### src/rtl/cardinal_pkg.sv
// Shared constants for the ring NIC: register map, data width, VC bit position.
// Latency: n/a (constants only).
// Backpressure: n/a.
package cardinal_pkg;

    localparam int DATA_W = 64;

    // Processor-visible register map
    localparam logic [1:0] NIC_IN_BUF   = 2'b00;
    localparam logic [1:0] NIC_IN_STAT  = 2'b01;
    localparam logic [1:0] NIC_OUT_BUF  = 2'b10;
    localparam logic [1:0] NIC_OUT_STAT = 2'b11;

    // Virtual-channel bit inside a packet (bit 0 of a [0:W-1] word, i.e. the MSB)
    localparam int VC_BIT = 0;

endpackage

### src/rtl/nic_chan_buf.sv
// One-entry packet buffer with full flag; load captures data and sets full, clear drops full.
// Latency: load/clear take effect at the clock edge they are sampled on.
// Backpressure: owner must only load when empty; the data word is kept after clear (stale).
module nic_chan_buf #(
    parameter int W = 64
) (
    input  logic         clk,
    input  logic         reset,
    input  logic         load,
    input  logic         clear,
    input  logic [0:W-1] load_data,
    output logic [0:W-1] data,
    output logic         full
);

    // Buffer word and occupancy flag; load wins over clear (the owner never asserts both)
    always_ff @(posedge clk) begin
        if (reset) begin
            data <= '0;
            full <= 1'b0;
        end else if (load) begin
            data <= load_data;
            full <= 1'b1;
        end else if (clear) begin
            full <= 1'b0;
        end
    end

endmodule

### src/rtl/ring_nic.sv
// Ring NIC: processor register interface bridging one input and one output packet buffer.
// Latency: reads are combinational; a captured or written packet is visible one cycle later.
// Backpressure: net_ri drops while the input buffer is full; net_so waits for net_ro and VC polarity.
module ring_nic #(
    parameter int DATA_W = cardinal_pkg::DATA_W
) (
    input  logic              clk,
    input  logic              reset,
    input  logic [0:1]        addr,
    input  logic [0:DATA_W-1] d_in,
    output logic [0:DATA_W-1] d_out,
    input  logic              nicEn,
    input  logic              nicWrEn,
    input  logic              net_si,
    output logic              net_ri,
    input  logic [0:DATA_W-1] net_di,
    output logic              net_so,
    input  logic              net_ro,
    output logic [0:DATA_W-1] net_do,
    input  logic              net_polarity
);

    import cardinal_pkg::NIC_IN_BUF;
    import cardinal_pkg::NIC_IN_STAT;
    import cardinal_pkg::NIC_OUT_BUF;
    import cardinal_pkg::NIC_OUT_STAT;
    import cardinal_pkg::VC_BIT;

    logic              rd_en;
    logic              wr_en;
    logic              in_full;
    logic              out_full;
    logic [0:DATA_W-1] in_buf;
    logic [0:DATA_W-1] out_buf;
    logic              in_load;
    logic              in_clear;
    logic              out_load;

    assign rd_en = nicEn & ~nicWrEn;
    assign wr_en = nicEn & nicWrEn;

    // Both handshakes are held low during reset so nothing is accepted or half-sent
    assign net_ri = ~in_full & ~reset;
    assign net_so = out_full & net_ro & (out_buf[VC_BIT] == net_polarity) & ~reset;
    assign net_do = out_buf;

    // Reading the input buffer pops it only if it actually holds a packet
    assign in_load  = net_si & net_ri;
    assign in_clear = rd_en & (addr == NIC_IN_BUF) & in_full;
    // out_full is still set during a send cycle, so a same-cycle write is dropped
    assign out_load = wr_en & (addr == NIC_OUT_BUF) & ~out_full;

    nic_chan_buf #(.W(DATA_W)) u_in_buf (
        .clk       (clk),
        .reset     (reset),
        .load      (in_load),
        .clear     (in_clear),
        .load_data (net_di),
        .data      (in_buf),
        .full      (in_full)
    );

    nic_chan_buf #(.W(DATA_W)) u_out_buf (
        .clk       (clk),
        .reset     (reset),
        .load      (out_load),
        .clear     (net_so),
        .load_data (d_in),
        .data      (out_buf),
        .full      (out_full)
    );

    // Combinational register read mux; status flags sit in the last (LSB) bit
    always_comb begin
        d_out = '0;
        if (rd_en) begin
            case (addr)
                NIC_IN_BUF:   d_out = in_buf;
                NIC_IN_STAT:  d_out[DATA_W-1] = in_full;
                NIC_OUT_STAT: d_out[DATA_W-1] = out_full;
                default:      d_out = '0;
            endcase
        end
    end

endmodule

### config.mk
export PLATFORM = sky130hd
export DESIGN_NAME = ring_nic
export DESIGN_NICKNAME = d
export VERILOG_FILES = /design/src/rtl/cardinal_pkg.sv /design/src/rtl/nic_chan_buf.sv /design/src/rtl/ring_nic.sv
export SDC_FILE = /design/constraint.sdc
export NUM_CORES = 1
export LEC_CHECK = 0
export BUFFER_PORTS_ARGS = -buffer_cell sky130_fd_sc_hd__buf_2
export CAP_MARGIN = 20
export CORE_MARGIN = 5
export CORE_UTILIZATION = 41
export DETAILED_ROUTE_END_ITERATION = 8
export PLACE_DENSITY = 0.76
export SLEW_MARGIN = 20
export SYNTH_ARGS = -nofsm -noshare
export SYNTH_HDL_FRONTEND = slang
export SYNTH_SLANG_ARGS = --single-unit
### constraint.sdc
create_clock -name clk -period 1.2 [get_ports clk]
set_clock_uncertainty 0.05 [all_clocks]
set_input_delay 0.24 -clock clk [delete_from_list [all_inputs] [get_ports clk]]
set_output_delay 0.24 -clock clk [all_outputs]
set_load 0.02 [all_outputs]
# Word level (Yosys, flattened, before mapping)
# Index checks and enable logic that the tools add are counted.
# word_totals
reg_bits,130
inputBits,137
output_inout_bits,130
# classes
eq_ne,4
mux,7
bitwise_logic,15
n_reduce_logical,3
# op_table
operator,n
$mux W64,1
$mux W63,1
$and A1 B1 Y1,11
$eq A2 B2 Y1 const B,2
$mux W1,4
$not A1 Y1,4
$reduce_bool A2 Y1,2
$pmux W1 S3,1
$eq A2 B1 Y1 const B,1
$logic_not A2 Y1,1
$eq A1 B1 Y1,1

# Longest topological paths before layout
# Gate-level depths: netlist (run 1).
# depth
word_depth,6
depth_mapped,6

# Hierarchy
# Synthesis (run 1) repeated with hierarchy kept, for this count alone.
# unflattened
hier_cells,503
hier_area_um2,5281.3
# by_module_without_submodules
module,n_inst,cells_each,area_each_um2,seq_area_each_um2
nic_chan_buf,2,210,2344.7,1301.2
ring_nic,1,83,591.8,0.0

# Least setup slack after synthesis (run 1)
# OpenSTA, ideal clock, no wires.
# synth_path
kind,flip-flop to flip-flop
start,register u_out_buf.data[0] (netlist name)
end,register u_out_buf.full
arrival_ns,1.285
t_required_ns,1.004
setup_slack_ns,-0.281
stages_incl_launch_ff,4
n_path_buf,0
synth_period_minus_slack_ns,1.481
cell_sequence,dfxtp_1 -> xor2_1 -> nor3b_1 -> o2bb2ai_1
# synth_between
elab_chain_len,4
# synth_lines
element,line_no,rtl
from (decl),nic_chan_buf.sv:12,"output logic [0:W-1] data,"
from (signal assigned),nic_chan_buf.sv:22,data <= load_data;
$eq A1 B1 Y1,ring_nic.sv:44,assign net_so = out_full & net_ro & (out_buf[VC_BIT] == net_polarity) & ~reset;
$and A1 B1 Y1 (2 in series),ring_nic.sv:44,
named net net_so,ring_nic.sv:17,"output logic net_so,"
$reduce_bool A2 Y1 (no source line),n/a,
to (signal assigned),nic_chan_buf.sv:20,full <= 1'b0;
to (signal assigned),nic_chan_buf.sv:23,full <= 1'b1;
to (signal assigned),nic_chan_buf.sv:25,full <= 1'b0;
to (decl),nic_chan_buf.sv:13,output logic full
# The timed path passes the listed nets, and every way through them passes these cells.
# A chain may end at the register's enable or synchronous reset.

# Final worst setup path (run 1)
# layout_path
start,register u_in_buf.data[63] (netlist name)
end,output d_out[63] (netlist name)
# layout_between
elab_chain_len,2
# layout_lines
element,line_no,rtl
from (decl),nic_chan_buf.sv:12,
from (signal assigned),nic_chan_buf.sv:22,
$pmux W1 S3,ring_nic.sv:77,case (addr)
$mux W64,ring_nic.sv:76,if (rd_en) begin
to (decl),ring_nic.sv:11,"output logic [0:DATA_W-1] d_out,"
# Every way passes these cells.

==> results.sh, run 1 <==
export IMPL_cts_num_sinks=130
export IMPL_regArea_um2=2668
export IMPL_grt_pass1_wl_um=29740
export IMPL_postSynth_asyncResetShare_pct=0
export IMPL_drt_initial_drc_count=511
export IMPL_clkTransAtPathRegs_ps=60
export IMPL_place_inst=1070
export IMPL_setup_viol=197
export IMPL_synth_edf_count=0
export IMPL_hold_class="input port to flip-flop"
export IMPL_diodes=0
export IMPL_die_x_um=124.1
export IMPL_vias=6523
export IMPL_synth_area_leaders="dfxtp_1 (49%), nand2_1 (18%), mux2i_1 (12%)"
export IMPL_postSynthCellCount=642
export IMPL_critPathSlowestCell="dfxtp_2"
export IMPL_tightest_slew_ps=316.2
export IMPL_endpoint_kind="output port"
export IMPL_ant_nets=0
export IMPL_powerDensity_nw_per_um2=1155
export IMPL_violations="setup timing"
export IMPL_wl_met3_um=2252
export IMPL_finalMaxSlewViolations=0
export IMPL_ioPinCount=267
export IMPL_multi_input_area_um2=3152
export IMPL_fin_crit_ps=1653
export IMPL_crit_chain="mux2i_1 > o21ai_1 > and3b_1 > buf_6"
export IMPL_vdd_drop_max_mv=0.8815
export IMPL_grt_max_degree=61
export IMPL_place_area_um2=7144
export IMPL_post_drt_via_cell_ratio=5.378
export IMPL_crit_type="flip-flop to output port"
export IMPL_final_net_count=1165
export IMPL_start_kind="flip-flop"
export IMPL_numCtsBuffers=17
export IMPL_status="finished, violations left"
export IMPL_setup_tns_final_ps=-46600
export IMPL_relSlewSlack_pct=78.85
export IMPL_leakage_nw=4.940
export IMPL_gr_total_overflow=0
export IMPL_insertion_delay_ps=410
export IMPL_yosysWarnings=0
export IMPL_syn_area_per_cell_um2=8.310
export IMPL_arrival_ps=1360
export IMPL_post_route_util_pct=84.98
export IMPL_top_layer="met4"
export IMPL_met2WireLength_um=13330
export IMPL_cap_violations=0
export IMPL_nFillCells=572
export IMPL_cts_max_level=4
export IMPL_dieArea_um2=15390
export IMPL_cp_max_fo=2
export IMPL_die_h_um=124.1
export IMPL_cts_tree="built"
export IMPL_core_region_area_um2=12670
export IMPL_drt_wl_total_um=26240
export IMPL_start_util_pct=42.11
export IMPL_clock_fmax_mhz=605.1
export IMPL_netlist_area_um2=5335
export IMPL_yosys_area_top_type="dfxtp_1"
export IMPL_post_route_period_util_pct=137.7
export IMPL_port_buffers=266
export IMPL_post_route_drc_count=0
export IMPL_layout_setup_ws_ps=-452.6
export IMPL_cpPeakStageDelay_ps=340
export IMPL_rows=41
export IMPL_yosysSeqAreaShare_pct=48.78
export IMPL_hpwl_um=10870
export IMPL_cts_max_path_buffers=2
export IMPL_grt_total_usage_pct=24.77
export IMPL_grt_pass1_vias=6101
export IMPL_synth_top_flop_cell="dfxtp_1"
export IMPL_layout_drive_gt1_share_pct=57.93
export IMPL_wl_per_cell_um=21.63
export IMPL_wl_met1_um=8930
export IMPL_ys_ff_latch=130
export IMPL_rsz0062_at_grt="true"
export IMPL_cts_root_buf="clkbuf_16"
export IMPL_final_area_um2=10770
export IMPL_place_congestion=0.7762
export IMPL_synth_top_area_share_pct=48.78
export IMPL_hold_viol_final=0
export IMPL_antenna_found_initial=0
export IMPL_synth_nets=779
export IMPL_worstPathRequired_ps=910
export IMPL_drtPass1Iterations=5
export IMPL_synth_cell_type_count=25
export IMPL_yosysMostFrequentCell="nand2_1"
export IMPL_layout_cells_non_filler=1213
export IMPL_yosys_top_cells_count="nand2_1 (257), dfxtp_1 (130), mux2i_1 (65), and2_1 (63), o21ai_0 (63)"
export IMPL_area_delta_synth_final_pct=101.8
## state kept, by name (all words and copies together) (netlist names)
| signal | cells |
|---|---|
| u_in_buf.data | 64 |
| u_in_buf.full | 1 |
| u_out_buf.data | 64 |
| u_out_buf.full | 1 |
## kinds of logic (layout without fill, tap and decap cells)
logic type	count (synthesis)	after routing	share of synthesized area (%)
mux	65	65	12.20
flops	130	130	48.78
compound gates	67	67	6.402
simple gates	330	330	27.11
xor+xnor	1	1	0.1642
buf+inv	49	448	5.347
## layout by cell type, fill, tap and decap left out, types with 3 or more instances in the layout
master	n
nand2_1	203
clkbuf_16	23
o21ai_0	3
buf_4	39
dfxtp_2	46
buf_8	12
nand2_4	39
and2_4	60
buf_12	25
o21ai_2	40
nand2_2	15
dfxtp_1	82
bufinv_16	5
buf_2	135
dlygate4sd3_1	61
clkinvlp_4	4
buf_6	130
and2_2	3
o21ai_1	21
mux2i_1	64
buf_16	7
## per-layer routing
metal  vias to the layer above  global-route usage, %
met5                         -                      0
met4                         0                  13.42
met3                       154                  7.039
met2                       449                  44.32
met1                      3091                  26.16
li1                       2829                      -
## power breakdown
part	internal (mW)	switching, mW
Clock	3.80	2.06
Sequential	4.52	0.159
Combinational	0.978	0.924
Total	9.30	3.14
## per-stage QoR
step                      setup WS [ps]  total power, mW  hold WS, ps
after floorplan                  -96.86            5.199        262.8
after CTS                        -377.1            11.88        2.297
after global placement           -316.0            5.679        382.5
after detailed placement         -336.4            5.695        387.7
final                            -452.6            12.44        10.69
after global routing             -474.9            12.76        6.775
## critical path, delay by kind of cell (launching register included)
| kind | cells | cell delay (ps) |
|---|---|---|
| compound gates | 1 | 190 |
| buf+inv | 1 | 130 |
| flops | 1 | 340 |
| mux | 1 | 70 |
| simple gates | 1 | 220 |
## worst paths after layout
check	start	endpoint	slack [ps]	depth (start not counted)
setup reg to reg	u_in_buf.full	u_in_buf.data[63]	-330	8
hold / removal	net_di[19]	u_in_buf.data[19]	10	3
setup / recovery	u_in_buf.data[63]	d_out[63]	-450	4
hold reg to reg	u_out_buf.data[11]	u_out_buf.data[11]	400	2
## cell type report
class | instances | area share (%)
clock buffer | 19 | 4.206
clock inverter | 13 | 1.929
inverter | 1 | 0.05810
multi-input combinational | 463 | 29.27
sequential | 130 | 24.77
tap | 172 | 1.999
timing repair buffer | 415 | 37.76
## timing repair
| action | CTS | global route |
|---|---|---|
| buffers inserted | 24 | 18 |
| pin swaps | 17 | 88 |
| gates resized for setup | 212 | 419 |
| hold buffers | 60 | 1 |
| hold endpoints to repair | 60 | 1 |
| endpoints found under the setup margin | 224 | 254 |
| cloned | 16 | 9 |
Power figures use the tool's default switching activity.
==> run 2, diff against run 1 <==
CELL_PAD_IN_SITES_DETAIL_PLACEMENT = 0   (was not set)
CELL_PAD_IN_SITES_GLOBAL_PLACEMENT = 1   (was not set)
CORE_UTILIZATION = 29   (was 41)
PLACE_DENSITY = not set   (was 0.76)
PLACE_DENSITY_LB_ADDON = 0.1   (was not set)
==> results.sh, run 2 (synthesis results as in run 1) <==
export IMPL_status="finished, violations left"
export IMPL_violations="setup timing"
export IMPL_worstPathRequired_ps=910
export IMPL_grt_total_usage_pct=17.07
export IMPL_worstHoldStart="d_in[1]"
export IMPL_worstHoldEndpoint="u_out_buf.data[1]"
export IMPL_rows=49
export IMPL_area_delta_synth_final_pct=92.73
export IMPL_post_route_period_util_pct=132.4
export IMPL_cp_top_family="buffers and inverters"
export IMPL_start_util_pct=29.60
export IMPL_hpwl_um=12440
export IMPL_finalMaxSlewViolations=0
export IMPL_drt_initial_drc_count=239
export IMPL_cts_num_sinks=130
export IMPL_grt_max_degree=49
export IMPL_endpoint_kind="output port"
export IMPL_powerDensity_nw_per_um2=1089
export IMPL_cts_max_level=4
export IMPL_port_buffers=266
export IMPL_dieArea_um2=21210
export IMPL_setup_viol=194
export IMPL_tightest_slew_ps=261.1
export IMPL_layout_common_cells="nand2_1 (255), buf_6 (138), buf_2 (135)"
export IMPL_place_inst=1122
export IMPL_crit_buf_inv=4
export IMPL_r2r_cells=8
export IMPL_seqPwrFrac_pct=41.5
export IMPL_core_region_area_um2=18020
export IMPL_start_kind="input port"
export IMPL_final_net_count=1162
export IMPL_crit_top_cell="buf_6"
export IMPL_power_frac_clock_pct=44.4
export IMPL_layout_drive_gt1_share_pct=49.61
export IMPL_relSlewSlack_pct=82.58
export IMPL_hold_viol_final=0
export IMPL_gr_total_overflow=0
export IMPL_rrSetupSlack_ps=-300
export IMPL_holdPathStages=3
export IMPL_r2r_start="u_in_buf.full"
export IMPL_vias=5652
export IMPL_grt_pass1_vias=5820
export IMPL_reg2reg_to="u_in_buf.data[8]"
export IMPL_ant_nets=0
export IMPL_intPower_mw=8.464
export IMPL_rsz0062_at_grt="true"
export IMPL_hold_worst_slack_ps=9.198
export IMPL_crit_type="input port to output port"
export IMPL_post_route_drc_count=0
export IMPL_cp_max_fo=10
export IMPL_crit_chain="buf_6 > nand2b_4 > nor3_4 > buf_6 > clkbuf_16 > and2_2 > buf_6"
export IMPL_layout_commonest_cell="nand2_1"
export IMPL_switchingPower_mw=2.738
export IMPL_swShare_pct=24.44
export IMPL_hold_class="input port to flip-flop"
export IMPL_die_h_um=145.6
export IMPL_wl_per_cell_um=15.66
export IMPL_finalPower_mw=11.20
export IMPL_vdd_drop_max_mv=0.9332
export IMPL_clkTransAtPathRegs_ps=60
export IMPL_leakage_nw=4.486
export IMPL_critPathSlowestCell="buf_6"
export IMPL_insertion_delay_ps=410
export IMPL_power_frac_comb_pct=14.1
export IMPL_clock_fmax_mhz=629.3
export IMPL_cap_violations=0
export IMPL_cts_root_buf="clkbuf_16"
export IMPL_grt_pass1_wl_um=29830
export IMPL_numCtsBuffers=17
export IMPL_place_area_um2=7216
export IMPL_fin_crit_ps=1589
export IMPL_layout_setup_ws_ps=-389.0
export IMPL_place_congestion=0.7523
export IMPL_drt_wl_total_um=19830
export IMPL_layout_cells_non_filler=1266
export IMPL_cts_max_path_buffers=2
export IMPL_antenna_found_initial=1
export IMPL_ioPinCount=267
export IMPL_drtPass1Iterations=4
export IMPL_die_x_um=145.6
export IMPL_post_drt_via_cell_ratio=4.464
export IMPL_cts_tree="built"
export IMPL_cpPeakStageDelay_ps=200
export IMPL_arrival_ps=1300
export IMPL_reg_largest_list="u_in_buf.data: 64 flops, u_out_buf.data: 64 flops"
export IMPL_final_area_um2=10280
-- run 2: changes by cell type in the layout (fill, tap and decap cells not counted), sizes merged --
cell / previous run / this run
clkinv: 4 / 5
buf: 348 / 335
dlygate4sd3: 61 / 67
bufbuf: 0 / 1
diode: 0 / 1
bufinv: 5 / 2
clkinvlp: 4 / 5
inv: 1 / 2
clkbuf: 25 / 26
-- run 2: layout make-up --
class / count / area, µm²
Multi-Input combinational cell: 463 / 2634
Timing Repair Buffer: 412 / 4106
Antenna cell: 1 / 2.502
Fill cell: 1590 / 7742
Inverter: 1 / 6.256
Clock inverter: 13 / 138.9
Clock buffer: 17 / 425.4
Sequential cell: 130 / 2683
Tap cell: 229 / 286.5
-- run 2: how the worst max path moves through the flow --
stage | from | end | slack [ps] | depth (start not counted)
floorplan | addr[1] | d_out[10] | -100 | 4
global placement | addr[1] | d_out[26] | -360 | 6
detailed placement | addr[1] | d_out[26] | -370 | 6
CTS | u_in_buf.full | d_out[63] | -400 | 4
global route | u_out_buf.data[0] | net_so | -450 | 3
finish | addr[1] | d_out[4] | -390 | 7
-- run 2: per-layer routing --
layer  up-vias  share of wire (%)  GRT usage, %
li1       2816                  -             -
met1      2606                 41         19.89
met2       194                 50         29.27
met3        36                6.1         4.952
met4         0                2.9         7.183
met5         -                  0             0
-- run 2: power groups by stage --
stage | combinational [mW] | sequential [mW] | clock [mW]
after floorplan | 0.461 | 4.74 | 0
after global placement | 0.979 | 4.72 | 0
after detailed placement | 1.00 | 4.71 | 0
after CTS | 1.42 | 4.63 | 5.10
after global routing | 1.70 | 4.67 | 5.32
final | 1.58 | 4.65 | 4.98
-- run 2: worst min-delay path, stage by stage --
cell     delay [ps]
buf_2            90
nand2_1          40
mux2i_1          50
-- run 2: what timing repair did --
action / CTS / global route
buffers inserted: 21 / 10
hold buffers: 67 / 0
resized for setup: 240 / 219
endpoints found under the setup margin: 204 / 240
cloned: 11 / 13
hold endpoints to repair: 67 / 0
pin swaps: 8 / 13
-- run 2: through the flow --
step	util, %	setup TNS [ps]	setup slack [ps]
5_1_grt	57.05	-58200	-451.2
6_report	57.05	-46770	-389.0
4_1_cts	53.61	-46350	-399.0
3_3_place_gp	40.03	-38840	-360.6
2_1_floorplan	-	-6047	-96.86
3_5_place_dp	40.03	-41020	-372.9
